### src/rtl/mig_app_tester.sv
// mig_app_tester: DDR3 write/read/compare traffic generator on the MIG app interface.
// Define MIG_TESTER_ERR_INJECT_EN to build the write-data error-injection path.
module mig_app_tester #(
  parameter int APP_ADDR_WIDTH = 28,
  parameter int APP_DATA_WIDTH = 256,
  parameter int ADDR_STEP = 8,
  parameter int NUM_BURSTS = 1024,
  parameter int BASE_ADDR = 0
) (
  input  logic                      ui_clk,
  input  logic                      rst,
  input  logic                      calib_done,
  input  logic                      start,
  input  logic                      loop,
  input  logic [1:0]                mode,
  input  logic [31:0]               seed,
  input  logic                      inject_err,
  output logic [APP_ADDR_WIDTH-1:0] app_addr,
  output logic [2:0]                app_cmd,
  output logic                      app_en,
  input  logic                      app_rdy,
  output logic [APP_DATA_WIDTH-1:0] app_wdf_data,
  output logic                      app_wdf_wren,
  output logic                      app_wdf_end,
  input  logic                      app_wdf_rdy,
  input  logic [APP_DATA_WIDTH-1:0] app_rd_data,
  input  logic                      app_rd_data_valid,
  output logic                      busy,
  output logic                      done,
  output logic                      pass,
  output logic                      fail,
  output logic [15:0]               err_count,
  output logic [APP_ADDR_WIDTH-1:0] first_err_addr,
  output logic [15:0]               pass_count
);
  localparam int AW = APP_ADDR_WIDTH;
  localparam int DW = APP_DATA_WIDTH;
  localparam logic [16:0] NB = 17'(NUM_BURSTS);
  localparam logic [AW-1:0] BASE = AW'(BASE_ADDR);
  localparam logic [AW-1:0] STEP = AW'(ADDR_STEP);
  localparam logic [31:0] TAPS = 32'h80200003;
  typedef enum logic [1:0] {IDLE, WRITE, READ, DRAIN} state_t;
  state_t state;
  logic [1:0] md, ls_mode;
  logic [31:0] sd, lw, lr, ls_seed, l0, lw_n, lr_n;
  logic [16:0] wc, wd, rc;
  logic [AW-1:0] wa, ra;
  logic [DW-1:0] wdat, d0, wd_pat, rd_pat;
  logic launch, cacc, wacc, rval;
  function automatic logic [31:0] step(input logic [31:0] l);
    return (l >> 1) ^ (l[0] ? TAPS : 32'd0);
  endfunction
  function automatic logic [DW-1:0] pat(input logic [1:0] m, input logic [31:0] s, input logic [31:0] l,
                                        input logic [16:0] i, input logic [AW-1:0] a);
    logic [DW-1:0] p;
    logic [31:0] a32;
    a32 = 32'(a);
    p = '0;
    for (int k = 0; k < DW / 32; k++)
      p[k*32 +: 32] = m == 2'd0 ? a32 + 32'(k) :
                      m == 2'd1 ? l ^ (32'h01010101 * 32'(k)) :
                      m == 2'd2 ? 32'd1 << 5'(i[4:0] + 5'(k)) :
                      (i[0] ^ k[0]) ? ~s : s;
    return p;
  endfunction
  always_comb begin
    launch = (state == IDLE && start && calib_done) || (state == DRAIN && rc == NB && loop);
    ls_mode = state == IDLE ? mode : md;
    ls_seed = state == IDLE ? seed : sd + 32'd1;
    l0 = ls_seed == 32'd0 ? 32'd1 : ls_seed;
    d0 = pat(ls_mode, ls_seed, l0, 17'd0, BASE);
    cacc = app_en && app_rdy;
    wacc = app_wdf_wren && app_wdf_rdy;
    rval = app_rd_data_valid && (state == READ || state == DRAIN) && rc != NB;
    lw_n = step(lw);
    lr_n = step(lr);
    wd_pat = pat(md, sd, lw_n, wd + 17'd1, wa + STEP);
    rd_pat = pat(md, sd, lr, rc, ra);
  end
  always_ff @(posedge ui_clk or posedge rst)
    if (rst) begin
      state <= IDLE;
      {md, sd, lw, lr, wc, wd, rc, wa, ra, wdat} <= '0;
      {app_en, app_cmd, app_addr, app_wdf_wren} <= '0;
      {busy, done, pass, fail, err_count, first_err_addr, pass_count} <= '0;
    end else begin
      done <= 1'b0;
      if (launch) begin
        state <= WRITE;
        busy <= 1'b1;
        md <= ls_mode;
        sd <= ls_seed;
        lw <= l0;
        lr <= l0;
        {wc, wd, rc} <= '0;
        wa <= BASE;
        ra <= BASE;
        app_en <= 1'b1;
        app_cmd <= 3'b000;
        app_addr <= BASE;
        app_wdf_wren <= 1'b1;
        wdat <= d0;
      end
      if (launch && state == IDLE)
        {pass, fail, err_count, first_err_addr, pass_count} <= '0;
      if (cacc) begin
        wc <= wc + 17'd1;
        app_addr <= app_addr + STEP;
        if (wc + 17'd1 == NB) begin
          app_en <= 1'b0;
          if (state == READ) state <= DRAIN;
        end
      end
      if (wacc) begin
        wd <= wd + 17'd1;
        wa <= wa + STEP;
        lw <= lw_n;
        wdat <= wd_pat;
        if (wd + 17'd1 == NB) app_wdf_wren <= 1'b0;
      end
      if (state == WRITE && wc == NB && wd == NB) begin
        state <= READ;
        app_en <= 1'b1;
        app_cmd <= 3'b001;
        app_addr <= BASE;
        wc <= '0;
      end
      // reads return in issue order, so rc/ra/lr track the beat being checked
      if (rval) begin
        rc <= rc + 17'd1;
        ra <= ra + STEP;
        lr <= lr_n;
        if (app_rd_data != rd_pat) begin
          err_count <= err_count + 16'(err_count != 16'hFFFF);
          if (!fail) begin
            fail <= 1'b1;
            first_err_addr <= ra;
          end
        end
      end
      if (state == DRAIN && rc == NB) begin
        done <= 1'b1;
        pass_count <= pass_count + 16'd1;
        if (err_count == 16'd0) pass <= 1'b1;
        if (!loop) begin
          state <= IDLE;
          busy <= 1'b0;
        end
      end
    end
  assign app_wdf_end = app_wdf_wren;
`ifdef MIG_TESTER_ERR_INJECT_EN
  logic pend;
  always_ff @(posedge ui_clk or posedge rst)
    if (rst) pend <= 1'b0;
    else pend <= inject_err || (pend && !wacc);
  assign app_wdf_data = wdat ^ DW'(pend);
`else
  logic unused_inject;
  assign unused_inject = inject_err;
  assign app_wdf_data = wdat;
`endif
endmodule
### config.mk
export PLATFORM = sky130hd
export DESIGN_NAME = mig_app_tester
export DESIGN_NICKNAME = d
export VERILOG_FILES = /design/src/rtl/mig_app_tester.sv
export SDC_FILE = /design/constraint.sdc
export NUM_CORES = 2
export LEC_CHECK = 0
export CAP_MARGIN = 10
export CELL_PAD_IN_SITES_DETAIL_PLACEMENT = 1
export CELL_PAD_IN_SITES_GLOBAL_PLACEMENT = 2
export CORE_UTILIZATION = 32
export CTS_BUF_LIST = sky130_fd_sc_hd__clkbuf_8 sky130_fd_sc_hd__clkbuf_16
export CTS_CLUSTER_SIZE = 40
export DETAILED_ROUTE_END_ITERATION = 7
export GPL_TIMING_DRIVEN = 0
export PLACE_DENSITY = 0.8
export SETUP_SLACK_MARGIN = 0.1
export SLEW_MARGIN = 20
export SYNTH_ARGS = -nofsm -noshare
export SYNTH_HDL_FRONTEND = slang
export SYNTH_SLANG_ARGS = --single-unit
### constraint.sdc
create_clock -name ui_clk -period 21 [get_ports ui_clk]
set_input_delay 2.1 -clock ui_clk [delete_from_list [all_inputs] [get_ports ui_clk]]
set_output_delay 2.1 -clock ui_clk [all_outputs]
set_load 0.01 [all_outputs]
==> impl_results.html, run 1 <==
<table>
<tr><th>Metric</th><th>Value</th></tr>
<tr><th colspan="2">Yosys</th></tr>
<tr><td>Simple-gate share of the synthesized area</td><td>0.219</td></tr>
<tr><td>Post-synthesis adder-cell area fraction</td><td>0.0151</td></tr>
<tr><td>Top_reg_cell synth</td><td>sky130_fd_sc_hd__dfrtp_1</td></tr>
<tr><td>Post-synthesis instance area</td><td>0.0423 mm²</td></tr>
<tr><td>Post-synth EDFFs</td><td>0</td></tr>
<tr><td>Netlist cell types</td><td>106</td></tr>
<tr><td>Share of the synthesized netlist area taken by xor and xnor gates</td><td>0.0704</td></tr>
<tr><td>Post-synthesis area per instance</td><td>7.81 µm²</td></tr>
<tr><td>Combinational family with the most area after synthesis</td><td>compound AO/OA/AOI/OAI gates</td></tr>
<tr><td>Largest area contributor in the synthesized netlist</td><td>sky130_fd_sc_hd__dfrtp_1</td></tr>
<tr><td>Share of the yosys chip area belonging to registers</td><td>0.325</td></tr>
<tr><td>Fraction of the mapped netlist area in compound gates</td><td>0.302</td></tr>
<tr><td>Proportion of netlist area held by the largest area contributor</td><td>0.325</td></tr>
<tr><td>Share of synthesized registers carrying an async set or reset</td><td>1.00</td></tr>
<tr><td>Number of warnings printed during yosys synthesis</td><td>0</td></tr>
<tr><td>Number of storage elements in the synthesis netlist</td><td>549</td></tr>
<tr><td>Mux contribution to synthesized area</td><td>0.0183</td></tr>
<tr><td>Number of instances in the synthesized netlist</td><td>5417</td></tr>
<tr><td>Top cells by area in the synthesized netlist</td><td>sky130_fd_sc_hd__dfrtp_1 (32%), sky130_fd_sc_hd__o21ai_0 (7.3%), sky130_fd_sc_hd__a21oi_1 (5.5%)</td></tr>
<tr><th colspan="2">Die</th></tr>
<tr><td># IOs</td><td>653</td></tr>
<tr><td>Die height</td><td>366 µm</td></tr>
<tr><td>Starting utilization of the core area</td><td>0.322</td></tr>
<tr><td>Total number of placement rows</td><td>133</td></tr>
<tr><td>X dimension of the die</td><td>366 µm</td></tr>
<tr><th colspan="2">CTS</th></tr>
<tr><td>Buffer type at the clock tree root</td><td>sky130_fd_sc_hd__clkbuf_16</td></tr>
<tr><td>Number of cells upsized or downsized after cts</td><td>0</td></tr>
<tr><td>Sinks on Clock Net</td><td>549</td></tr>
<tr><td>CTS hold repair buffers</td><td>0</td></tr>
<tr><td>Post-CTS setup repair buffer count</td><td>0</td></tr>
<tr><td>Max Buffers Root-to-Sink</td><td>3</td></tr>
<tr><td>Htree depth</td><td>2</td></tr>
<tr><td>TritonCTS buffer count</td><td>59</td></tr>
<tr><th colspan="2">Outcome</th></tr>
<tr><td>First error in the log</td><td>[ERROR GRT-0116] Global routing finished with congestion. Check the congestion regions in the DRC Viewer.</td></tr>
<tr><td>Result of the run</td><td>aborted with a tool error</td></tr>
<tr><td>Halt Stage</td><td>5_1_grt</td></tr>
<tr><th colspan="2">GRT</th></tr>
<tr><td>Overall routing resource usage</td><td>0.647</td></tr>
<tr><td>Pin count of the biggest net entering global routing</td><td>98</td></tr>
<tr><td>Global-route wire length before repair</td><td>585 mm</td></tr>
<tr><td>Total global routing overflow</td><td>1</td></tr>
<tr><td>Via count of the first global-routing pass</td><td>60700</td></tr>
<tr><th colspan="2">Place</th></tr>
<tr><td>Area after DPL</td><td>0.0520 mm²</td></tr>
<tr><td>Half-perimeter wire length after detailed placement</td><td>309 mm</td></tr>
<tr><td>Number of buffers added on ports</td><td>646</td></tr>
<tr><td>Routability-driven placement congestion ratio</td><td>1.26</td></tr>
</table>
[through the flow]
stage                      util  hold slack, ps  setup TNS (ps)  setup WS [ps]  std cells
after detailed placement  0.396             479               0          11920       7867
after CTS                 0.412             493               0          11880       7978
after global placement    0.388             472        -2047720          -3930       7822
after floorplan               -             458               0           3550       5421
[synth_stat cells, types with 92 or more instances]
master,instances
sky130_fd_sc_hd__o21ai_0,613
sky130_fd_sc_hd__xnor2_1,188
sky130_fd_sc_hd__a21oi_1,463
sky130_fd_sc_hd__xor2_1,139
sky130_fd_sc_hd__a31oi_1,98
sky130_fd_sc_hd__nor2_1,488
sky130_fd_sc_hd__nor3_1,101
sky130_fd_sc_hd__nand3_1,231
sky130_fd_sc_hd__clkbuf_1,275
sky130_fd_sc_hd__nand2_1,519
sky130_fd_sc_hd__dfrtp_1,549
sky130_fd_sc_hd__a211oi_1,92
[kinds of logic after synthesis]
| logic type | after synthesis |
|---|---|
| adders and majority gates | 51 |
| and+or+nand+nor | 1906 |
| buffers and inverters | 505 |
| xor gates and xnor gates | 334 |
| DFF | 549 |
| other | 1 |
| AOI/OAI and AO/OA | 2002 |
| muxes | 69 |
[per-layer routing]
layer  global-route usage  overflow
met2                0.822         0
met5                0.171         0
met1                0.684         0
met4                0.598         1
met3                0.454         0
==> inputs of run 2 (changes only) <==
CELL_PAD_IN_SITES_DETAIL_PLACEMENT = default   (was 1)
CELL_PAD_IN_SITES_GLOBAL_PLACEMENT = default   (was 2)
CORE_UTILIZATION = 25   (was 32)
CTS_BUF_LIST = default   (was sky130_fd_sc_hd__clkbuf_8 sky130_fd_sc_hd__clkbuf_16)
CTS_CLUSTER_SIZE = default   (was 40)
PLACE_DENSITY = default   (was 0.8)
PLACE_DENSITY_LB_ADDON = 0.15   (was default)
SETUP_SLACK_MARGIN = default   (was 0.1)
==> run 2 against run 1 <==
Compared with the run above: the flow now finishes, with violations (DRC); synthesized cell count stayed put; area after synthesis stayed put.
==> impl_results.html, run 2 <==
<table>
<tr><th>Metric</th><th>Value</th></tr>
<tr><th colspan="2">Outcome</th></tr>
<tr><td>Result of the run</td><td>finished with violations (was aborted with a tool error)</td></tr>
<tr><td>Failing checks</td><td>DRC</td></tr>
<tr><th colspan="2">Route</th></tr>
<tr><td>Post-DR wirelength/cell</td><td>50.7 µm</td></tr>
<tr><td>Detailed-route vias per instance</td><td>6.66</td></tr>
<tr><td>Number of DRC markers after the initial detailed-route iteration</td><td>7953</td></tr>
<tr><td>Wire length after detailed routing</td><td>431 mm</td></tr>
<tr><td>Routed via count</td><td>56600</td></tr>
<tr><td>Detailed-router iteration count before antenna repair</td><td>8</td></tr>
<tr><td>Final antenna-violating net count</td><td>0</td></tr>
<tr><td>DR DRC count</td><td>6</td></tr>
<tr><th colspan="2">CTS</th></tr>
<tr><td>Clock tree from TritonCTS</td><td>done</td></tr>
<tr><td>Buffer type at the clock tree root</td><td>sky130_fd_sc_hd__clkbuf_16 (unchanged)</td></tr>
<tr><td>Clk slew on worst S/H paths</td><td>60 ps</td></tr>
<tr><td>Post-CTS setup repair buffer count</td><td>0 (unchanged)</td></tr>
<tr><td>Number of cells upsized or downsized after cts</td><td>0 (unchanged)</td></tr>
<tr><td>CTS hold repair buffers</td><td>0 (unchanged)</td></tr>
<tr><td>TritonCTS buffer count</td><td>72 (was 59)</td></tr>
<tr><td>Max Buffers Root-to-Sink</td><td>3 (unchanged)</td></tr>
<tr><td>Sinks on Clock Net</td><td>549 (unchanged)</td></tr>
<tr><td>Clock insertion delay at the later pin of the skew report</td><td>740 ps</td></tr>
<tr><td>Htree depth</td><td>3 (was 2)</td></tr>
<tr><th colspan="2">Worst hold path</th></tr>
<tr><td>Type of the worst min-delay path</td><td>register to register</td></tr>
<tr><th colspan="2">Finish</th></tr>
<tr><td>Share of final-layout standard cells stronger than drive strength 1</td><td>0.0773</td></tr>
<tr><td>Nets</td><td>6545</td></tr>
<tr><td>Leading cell types in the layout, fill and taps excluded</td><td>sky130_fd_sc_hd__clkdlybuf4s50_1 (646), sky130_fd_sc_hd__o21ai_0 (598), sky130_fd_sc_hd__dfrtp_1 (549)</td></tr>
<tr><td>Area Overhead vs Synth</td><td>31.0%</td></tr>
<tr><td>Largest register FFs</td><td>256</td></tr>
<tr><td>Commonest non-fill, non-tap cell in the layout</td><td>sky130_fd_sc_hd__clkdlybuf4s50_1</td></tr>
<tr><th colspan="2">GRT</th></tr>
<tr><td>Via count of the first global-routing pass</td><td>52800</td></tr>
<tr><td>Pin count of the biggest net entering global routing</td><td>101</td></tr>
<tr><td>GR met3 Demand/Resource</td><td>0.151</td></tr>
<tr><td>Global route hottest layer</td><td>met2</td></tr>
<tr><td>Initial antenna violation count</td><td>53</td></tr>
<tr><td>Overall routing resource usage</td><td>0.491</td></tr>
<tr><td>Met2 routing resource usage after global routing</td><td>0.724</td></tr>
<tr><td>Global-route wire length before repair</td><td>548 mm</td></tr>
<tr><td>Total global routing overflow</td><td>0</td></tr>
<tr><td>Met1 track demand over resource</td><td>0.540</td></tr>
<tr><th colspan="2">STA</th></tr>
<tr><td>Achievable clock frequency</td><td>0.107 GHz</td></tr>
<tr><td>Pins over their slew limit</td><td>0</td></tr>
<tr><td>RSZ-0062 raised after global routing</td><td>false</td></tr>
<tr><td>Final worst-path setup slack</td><td>11690 ps</td></tr>
<tr><td>Final hold violations</td><td>0</td></tr>
<tr><td>Setup violation total in the final timing report</td><td>0</td></tr>
<tr><td>Worst rel slew slack</td><td>0.0365</td></tr>
<tr><td>Hold slack</td><td>488 ps</td></tr>
<tr><td>Final critical-path required period</td><td>9310 ps</td></tr>
<tr><td>Tightest Pin Transition</td><td>1430 ps</td></tr>
<tr><td>Total negative slack</td><td>0 ps</td></tr>
<tr><td>Worst Skew</td><td>90.9 ps</td></tr>
<tr><td>Final period utilization</td><td>0.443</td></tr>
<tr><th colspan="2">Job</th></tr>
<tr><td>Max-cap violations</td><td>0</td></tr>
<tr><th colspan="2">Yosys</th></tr>
<tr><td>Simple-gate share of the synthesized area</td><td>0.219 (unchanged)</td></tr>
<tr><td>Number of warnings printed during yosys synthesis</td><td>0 (unchanged)</td></tr>
<tr><td>Number of storage elements in the synthesis netlist</td><td>549 (unchanged)</td></tr>
<tr><td>Number of instances in the synthesized netlist</td><td>5417 (unchanged)</td></tr>
<tr><td>Combinational family with the most area after synthesis</td><td>compound AO/OA/AOI/OAI gates (unchanged)</td></tr>
<tr><td>Top-count cell post-synth</td><td>sky130_fd_sc_hd__o21ai_0 (unchanged)</td></tr>
<tr><td>Top cell types by occurrence after synthesis</td><td>sky130_fd_sc_hd__o21ai_0 (613), sky130_fd_sc_hd__dfrtp_1 (549), sky130_fd_sc_hd__nand2_1 (519), sky130_fd_sc_hd__nor2_1 (488), sky130_fd_sc_hd__a21oi_1 (463) (unchanged)</td></tr>
<tr><td>Top cells by area in the synthesized netlist</td><td>sky130_fd_sc_hd__dfrtp_1 (32%), sky130_fd_sc_hd__o21ai_0 (7.3%), sky130_fd_sc_hd__a21oi_1 (5.5%) (unchanged)</td></tr>
<tr><td>Share of synthesized registers carrying an async set or reset</td><td>1.00 (unchanged)</td></tr>
<tr><td>Share of the yosys chip area belonging to registers</td><td>0.325 (unchanged)</td></tr>
<tr><td>Post-synthesis adder-cell area fraction</td><td>0.0151 (unchanged)</td></tr>
<tr><td>Share of the synthesized netlist area taken by xor and xnor gates</td><td>0.0704 (unchanged)</td></tr>
<tr><td>Post-synthesis instance area</td><td>0.0423 mm² (unchanged)</td></tr>
<tr><td>Netlist cell types</td><td>106 (unchanged)</td></tr>
<tr><td>Top_reg_cell synth</td><td>sky130_fd_sc_hd__dfrtp_1 (unchanged)</td></tr>
<tr><td>Mux contribution to synthesized area</td><td>0.0183 (unchanged)</td></tr>
<tr><td>Post-synthesis area per instance</td><td>7.81 µm² (unchanged)</td></tr>
<tr><td>Proportion of netlist area held by the largest area contributor</td><td>0.325 (unchanged)</td></tr>
<tr><td>Largest area contributor in the synthesized netlist</td><td>sky130_fd_sc_hd__dfrtp_1 (unchanged)</td></tr>
<tr><td>Post-synth EDFFs</td><td>0 (unchanged)</td></tr>
<tr><td>Fraction of the mapped netlist area in compound gates</td><td>0.302 (unchanged)</td></tr>
<tr><th colspan="2">Setup path</th></tr>
<tr><td>Kind of launch point of the worst setup path</td><td>register</td></tr>
<tr><td>Worst setup EP type</td><td>register</td></tr>
<tr><td>Data arrival, critical path</td><td>9940 ps</td></tr>
<tr><td>Required time of the critical path</td><td>21630 ps</td></tr>
<tr><td>Critical path fanouts, max</td><td>10</td></tr>
<tr><td>Setup CP Type</td><td>register to register</td></tr>
<tr><th colspan="2">Die</th></tr>
<tr><td>Core Area</td><td>0.168 mm²</td></tr>
<tr><td>Starting utilization of the core area</td><td>0.252 (was 0.322)</td></tr>
<tr><td>Die area</td><td>0.171 mm²</td></tr>
<tr><td># IOs</td><td>653 (unchanged)</td></tr>
<tr><td>Total number of placement rows</td><td>150 (was 133)</td></tr>
<tr><td>Die height</td><td>413 µm (was 366 µm)</td></tr>
<tr><td>X dimension of the die</td><td>413 µm (was 366 µm)</td></tr>
<tr><th colspan="2">Pwr</th></tr>
<tr><td>Power per standard cell area</td><td>179 mW/mm²</td></tr>
<tr><td>Lkg Pwr</td><td>21.1 nW</td></tr>
<tr><td>Tot Pwr</td><td>9.94 mW</td></tr>
<tr><td>Max IR drop VDD</td><td>0.0000815 V</td></tr>
<tr><th colspan="2">Place</th></tr>
<tr><td>Post-Place Setup Slack</td><td>12320 ps (was 11920 ps)</td></tr>
<tr><td>Number of buffers added on ports</td><td>646 (unchanged)</td></tr>
<tr><td>Routability-driven placement congestion ratio</td><td>1.14 (was 1.26)</td></tr>
<tr><td>Half-perimeter wire length after detailed placement</td><td>346 mm (was 309 mm)</td></tr>
</table>
==> run 2: cell counts after synthesis <==
No cell type changed its count.
==> run 2: cell type report <==
| class | count | area [µm²] |
|---|---|---|
| Antenna cell | 52 | 130 |
| Clock inverter | 27 | 405 |
| Clock buffer | 98 | 2020 |
| Timing Repair Buffer | 700 | 7210 |
| Tap cell | 2204 | 2760 |
| Inverter | 89 | 342 |
| Multi-Input combinational cell | 4367 | 27000 |
| Buffer | 416 | 1820 |
| Fill cell | 18000 | 112000 |
| Sequential cell | 549 | 13700 |
==> run 2: kinds of logic after synthesis <==
group | count (synthesis)
fa+ha+maj | 51
mux | 69
xor+xnor | 334
flops | 549
other cells | 1
simple gates | 1906
compound gates | 2002
buf+inv | 505
==> run 2: path summary, 6_finish.rpt <==
kind / slack [ps] / depth (start not counted) / from / to
min in group asynchronous: 1810 / 2 / rst / err_count[12]
hold / removal: 490 / 1 / pass_count[15] / pass_count[15]
hold reg to reg: 490 / 1 / pass_count[15] / pass_count[15]
setup / recovery: 11690 / 18 / rc[2] / err_count[6]
max in group asynchronous: 17040 / 6 / rst / app_wdf_data[100]
setup reg to reg: 11690 / 18 / rc[2] / err_count[6]
==> run 2: worst max-delay path, cell delays in order, from the launching register on <==
cell	delay, ps
sky130_fd_sc_hd__dfrtp_1	560
sky130_fd_sc_hd__buf_2	310
sky130_fd_sc_hd__clkbuf_1	560
sky130_fd_sc_hd__clkbuf_1	690
sky130_fd_sc_hd__inv_1	330
sky130_fd_sc_hd__ha_1	410
sky130_fd_sc_hd__clkbuf_1	670
sky130_fd_sc_hd__clkbuf_1	820
sky130_fd_sc_hd__nand4_1	240
sky130_fd_sc_hd__o211ai_1	560
sky130_fd_sc_hd__xor2_1	120
sky130_fd_sc_hd__a2111oi_0	700
sky130_fd_sc_hd__nand4_1	210
sky130_fd_sc_hd__nor4_1	920
sky130_fd_sc_hd__nand4_1	840
sky130_fd_sc_hd__nor3_4	580
sky130_fd_sc_hd__nor2_1	120
sky130_fd_sc_hd__clkbuf_1	280
sky130_fd_sc_hd__o21ai_0	250
==> run 2: power by group <==
| part | switching, mW | internal [mW] |
|---|---|---|
| sequential | 0.385 | 1.39 |
| combinational | 5.06 | 1.82 |
| clock | 0.558 | 0.734 |
==> run 2: metrics by stage <==
stage,utilization,area (µm²),std cells
floorplan,-,42300,5421
global placement,0.308,51500,8271
detailed placement,0.315,52700,8321
CTS,0.329,55200,8446
global route,0.330,55300,8458
finish,0.331,55400,8502
==> run 2: per-layer routing <==
| layer | wire length (µm) | part of all wire |
|---|---|---|
| met5 | 131 | 0.00030 |
| met4 | 54500 | 0.13 |
| met3 | 41500 | 0.096 |
| met2 | 182000 | 0.42 |
| met1 | 153000 | 0.36 |
Power figures use the tool's default switching activity.
